<file path="src/rtl/quad_operand_driver.sv">
// Operand-load initiator for the quadratic evaluator: serializes A, B, C, X as
// data/go pulses, waits out the compute time, then captures the evaluator result.
module quad_operand_driver #(
  parameter int DATA_W      = 8,
  parameter int GO_CYCLES   = 2,
  parameter int GAP_CYCLES  = 2,
  parameter int RESULT_WAIT = 8
) (
  input  logic              clk,
  input  logic              resetn,
  input  logic              start,
  input  logic [DATA_W-1:0] op_a,
  input  logic [DATA_W-1:0] op_b,
  input  logic [DATA_W-1:0] op_c,
  input  logic [DATA_W-1:0] op_x,
  input  logic [DATA_W-1:0] data_result_in,
  output logic [DATA_W-1:0] data_out,
  output logic              go_out,
  output logic              busy,
  output logic              done,
  output logic [DATA_W-1:0] result
);

  localparam int MAX_CNT = (GO_CYCLES > GAP_CYCLES)
                           ? ((GO_CYCLES > RESULT_WAIT) ? GO_CYCLES : RESULT_WAIT)
                           : ((GAP_CYCLES > RESULT_WAIT) ? GAP_CYCLES : RESULT_WAIT);
  localparam int CNT_W   = (MAX_CNT < 2) ? 1 : $clog2(MAX_CNT);

  typedef enum logic [2:0] {IDLE, SETUP, GO_HI, GO_LO, WAIT_RES} state_t;

  state_t              state, state_nxt;
  logic [CNT_W-1:0]    cnt, cnt_nxt;
  logic [1:0]          idx, idx_nxt;
  logic                last;
  logic [DATA_W-1:0]   opr [4];
  logic                accept;
  logic [DATA_W-1:0]   data_nxt, result_nxt;
  logic                go_nxt, busy_nxt, done_nxt;

  assign accept = (state == IDLE) && start;

  // last cycle of the current timed state
  always_comb begin
    last = 1'b0;
    unique case (state)
      GO_HI:    last = (cnt == CNT_W'(GO_CYCLES - 1));
      GO_LO:    last = (cnt == CNT_W'(GAP_CYCLES - 1));
      WAIT_RES: last = (cnt == CNT_W'(RESULT_WAIT - 1));
      default:  last = 1'b0;
    endcase
  end

  always_ff @(posedge clk) begin
    if (!resetn) begin
      state <= IDLE;
      cnt   <= '0;
      idx   <= '0;
      for (int k = 0; k < 4; k++) opr[k] <= '0;
    end else begin
      state <= state_nxt;
      cnt   <= cnt_nxt;
      idx   <= idx_nxt;
      if (accept) begin
        opr[0] <= op_a;
        opr[1] <= op_b;
        opr[2] <= op_c;
        opr[3] <= op_x;
      end
    end
  end

  always_comb begin
    state_nxt = state;
    idx_nxt   = idx;
    unique case (state)
      IDLE: if (start) begin
        state_nxt = SETUP;
        idx_nxt   = 2'd0;
      end
      SETUP:    state_nxt = GO_HI;
      GO_HI:    if (last) state_nxt = GO_LO;
      GO_LO: if (last) begin
        if (idx == 2'd3) state_nxt = WAIT_RES;
        else begin
          state_nxt = SETUP;
          idx_nxt   = idx + 2'd1;
        end
      end
      WAIT_RES: if (last) state_nxt = IDLE;
      default:  state_nxt = IDLE;
    endcase
    cnt_nxt = (state_nxt != state) ? '0 : cnt + 1'b1;
  end

  // next values of the registered outputs, derived from the transition being taken
  always_comb begin
    data_nxt   = data_out;
    result_nxt = result;
    done_nxt   = 1'b0;
    if (accept)
      data_nxt = op_a;
    else if ((state == GO_LO) && last && (idx != 2'd3))
      data_nxt = opr[idx + 2'd1];
    if ((state == WAIT_RES) && last) begin
      result_nxt = data_result_in;
      done_nxt   = 1'b1;
    end
    go_nxt   = (state_nxt == GO_HI);
    busy_nxt = (state_nxt != IDLE);
  end

  always_ff @(posedge clk) begin
    if (!resetn) begin
      data_out <= '0;
      go_out   <= 1'b0;
      busy     <= 1'b0;
      done     <= 1'b0;
      result   <= '0;
    end else begin
      data_out <= data_nxt;
      go_out   <= go_nxt;
      busy     <= busy_nxt;
      done     <= done_nxt;
      result   <= result_nxt;
    end
  end

endmodule

</file>
<file path="config.mk">
export PLATFORM = sky130hd
export DESIGN_NAME = quad_operand_driver
export DESIGN_NICKNAME = d
export VERILOG_FILES = /design/src/rtl/quad_operand_driver.sv
export SDC_FILE = /design/constraint.sdc
export NUM_CORES = 1
export LEC_CHECK = 0
export BUFFER_PORTS_ARGS = -buffer_cell sky130_fd_sc_hd__buf_4
export CAP_MARGIN = 20
export CORE_MARGIN = 2
export CORE_UTILIZATION = 39
export CTS_CLUSTER_SIZE = 10
export DETAILED_ROUTE_END_ITERATION = 12
export GPL_TIMING_DRIVEN = 0
export PLACE_DENSITY = 0.61
export SLEW_MARGIN = 0
export SYNTH_ARGS = -nofsm -noshare
export SYNTH_HDL_FRONTEND = slang
export SYNTH_SLANG_ARGS = --single-unit
</file>
<file path="constraint.sdc">
create_clock -name clk -period 2.1 [get_ports clk]
set_input_delay 0.105 -clock clk [delete_from_list [all_inputs] [get_ports clk]]
set_output_delay 0.105 -clock clk [all_outputs]
set_load 0.005 [all_outputs]
</file>
==> impl_metrics.py <==
metrics = {
    "drt": {
        "num_vias": 1947,
        "antenna_left": 0,
        "firstDrtPassIters": 4,
        "vias_per_cell": 5.19,
        "drt_iter0_drc": 133,
        "drc": 0,
        "drt-total-wl_um": 5920,
        "wl_per_cell_um": 15.8,
    },
    "setup_path": {
        "crit_chain": "buf_2 > nor2_1 > nand3b_1 > clkbuf_2 > nand2_4",
        "crit_fanout": 32,
        "criticalPathCategory": "reg -> reg",
        "critPathLaunchType": "flop",
        "max_stage_delay_ns": 0.40,
        "crit_arrival_ns": 1.90,
        "rr_worst_depth": 5,
        "cpLargestDelayFamily": "simple AND/OR/NAND/NOR gates",
        "required_ns": 2.08,
        "slowest_stage": "nand2_4",
        "r2r_setup_slack_ns": 0.18,
        "r2r-start": "state[0]",
        "worst-path-buf-inv": 2,
        "worstSetupEndpointType": "flop",
        "reg2reg_to": "opr[2][1]",
    },
    "min_path": {
        "min_to": "result[3]",
        "hold_path_depth": 3,
        "worstHoldStart": "data_result_in[3]",
        "min_path_type": "in -> reg",
    },
    "finish": {
        "design_area_um2": 3370,
        "n_antenna_cell": 0,
        "final_cell_mix": "buf_4 (61), and3_1 (34), edfxtp_1 (32)",
        "area_growth_pct": 29.6,
        "layout.nets": 338,
        "layout-drive-gt1-share_pct": 31.2,
        "fillerInstances": 608,
        "multiInputGateArea_um2": 1000,
        "layout_commonest_cell": "buf_4",
        "area.sequential_um2": 1500,
        "final_util_pct": 52.7,
    },
    "clocking": {
        "ctsRootBufferMaster": "clkbuf_8",
        "cts_tree": "built",
        "ctsLongestPathBuffers": 2,
        "clk_latency_ns": 0.34,
        "numCtsBuffers": 9,
        "cts_sinks": 59,
        "cts_max_level": 3,
        "clkTransAtPathRegs_ns": 0.06,
    },
    "pwr": {
        "peakVddDrop_mv": 0.392,
        "power.density_nw_per_um2": 769,
        "seqPwrFrac_pct": 52.5,
        "p_sw_share_pct": 25.5,
        "p_comb_share_pct": 14.7,
        "p_int_mw": 1.93,
        "p_sw_uw": 661,
        "power.leakage_nw": 1.53,
        "clockPowerShare_pct": 32.8,
    },
    "grt": {
        "grt_pass1_vias": 1882,
        "track_usage_pct": 17.2,
        "grt_overflow": 0,
        "grt_max_degree": 33,
        "antenna_found_initial": 0,
        "grt_pass1_wl_um": 9450,
    },
    "synthesis": {
        "muxShareOfSynthArea_pct": 11.2,
        "synth_warnings": 0,
        "yosys.cell_types.count": 38,
        "syn-cell-area_um2": 2600,
        "synth_xor_xnor_area_share_pct": 0.337,
        "yosysSeqAreaShare_pct": 57.8,
        "synth_nets": 261,
        "syn-mean-instance-area_um2": 12.0,
        "yosys.area_share.simple_pct": 18.8,
        "synthAdderAreaFrac_pct": 0.963,
        "synth_compound_area_share_pct": 6.98,
        "synth_top_family_by_area": "simple AND/OR/NAND/NOR gates",
        "ys_ff_latch": 59,
        "syn_inst": 216,
    },
    "place": {
        "io_buffers": 60,
        "post-place-ws_ns": -0.249,
        "place_congestion": 0.753,
        "place_area_um2": 3150,
        "hpwl_um": 3950,
    },
    "timing": {
        "fin_crit_sh_pct": 91.5,
        "period_needed_ns": 1.92,
        "rsz0062_at_grt": "false",
        "finClkSkew_ns": 0.00958,
        "max_freq_ghz": 0.521,
        "finalHoldViolations": 0,
        "tightest_slew_ns": 0.548,
        "setup_tns_ns": 0,
        "whs_ns": 0.0112,
        "relSlewSlack_pct": 63.5,
        "setup_slack_ns": 0.179,
        "slew_viol_final": 0,
        "setup_viol": 0,
    },
    "outcome": {
        "outcome": "finished, final reports clean",
    },
    "floorplan": {
        "initial_utilization_pct": 40.7,
        "row_count": 29,
        "io_pins": 62,
        "die_x_um": 85.6,
        "design.core.area_um2": 6390,
        "die_h_um": 85.6,
        "die_area_um2": 7330,
    },
    "job": {
        "drv_cap": 0,
    },
}
state kept, by name, summed over array words and instances, names as in the netlist, 2 cells and up:
register  flops
opr          32
state         3
idx           2
cnt           3
data_out      8
result        8
per-stage QoR:
stage,std cells,power (mW)
2_1_floorplan,216,1.58
6_report,375,2.59
3_3_place_gp,353,1.75
4_1_cts,375,2.61
3_5_place_dp,353,1.76
5_1_grt,375,2.71
worst register-to-register path, stage by stage (launching register included):
cell	delay (ns)
dfxtp_1	0.33
buf_2	0.18
nor2_1	0.22
nand3b_1	0.16
clkbuf_2	0.27
nand2_4	0.40
cell families after synthesis:
group,count (synthesis)
XOR/XNOR,1
adder cells (fa/ha/maj),2
AO/OA/AOI/OAI,28
buffers and inverters,20
flip-flops,59
AND/OR/NAND/NOR,87
multiplexers,19
worst max path at each step:
stage,start,cells past startpoint,slack (ns),end
floorplan,state[0],5,0.29,opr[0][0]
detailed placement,state[0],5,-0.25,opr[2][2]
global route,state[0],5,0.1,opr[3][7]
CTS,state[0],5,0.16,opr[0][6]
global placement,state[0],5,-0.24,opr[2][2]
finish,state[0],5,0.18,opr[2][1]
Yosys cell counts (all sizes together):
master / count / share of area (%)
nor2: 15 / 2.2
or3b: 1 / 0.34
and4bb: 1 / 0.48
nor3: 1 / 0.19
nand4: 1 / 0.24
a221o: 1 / 0.39
nor2b: 1 / 0.24
and3: 34 / 8.2
and4: 1 / 0.34
nor3b: 2 / 0.77
o22ai: 1 / 0.24
dfxtp: 27 / 21
nand3: 3 / 0.58
nand2: 22 / 3.2
o211ai: 1 / 0.29
a31oi: 9 / 2.2
buf: 6 / 2.0
o22a: 1 / 0.34
mux2i: 11 / 4.2
mux4: 8 / 6.9
edfxtp: 32 / 37
o21a: 1 / 0.29
a211oi: 2 / 0.58
clkbuf: 12 / 1.7
nand3b: 2 / 0.58
xnor2: 1 / 0.34
a21oi: 2 / 0.39
o21ai: 9 / 2.0
inv: 2 / 0.29
nor4b: 1 / 0.91
o31ai: 1 / 0.29
nor4: 1 / 0.24
nand4b: 1 / 0.34
ha: 2 / 0.96
area by class of cell:
class,instances,share of cell area (%)
Sequential cell,59,44.6
Multi-Input combinational cell,137,29.7
Timing Repair Buffer,66,15.2
Clock inverter,4,0.557
Tap cell,77,2.86
Buffer,18,2.90
Inverter,2,0.223
Clock buffer,12,4.01
repair_timing:
action	CTS	global route
endpoints found under the hold margin	6	0
setup buffers	0	0
setup endpoints to repair	32	0
gates resized for setup	2	0
hold buffers	6	0
layer usage:
layer,vias up,part of all wire (%),track usage (%)
li1,964,-,-
met1,901,46,23.4
met2,73,45,25.9
met3,9,6.8,4.81
met4,0,1.6,6.93
met5,-,0,0
power by group through the flow:
stage	registers (mW)	clock network (mW)	logic (mW)
global route	1.37	0.920	0.419
detailed placement	1.38	0	0.374
finish	1.36	0.848	0.382
global placement	1.38	0	0.371
floorplan	1.37	0	0.209
CTS	1.36	0.864	0.386
Power figures use the tool's default switching activity.
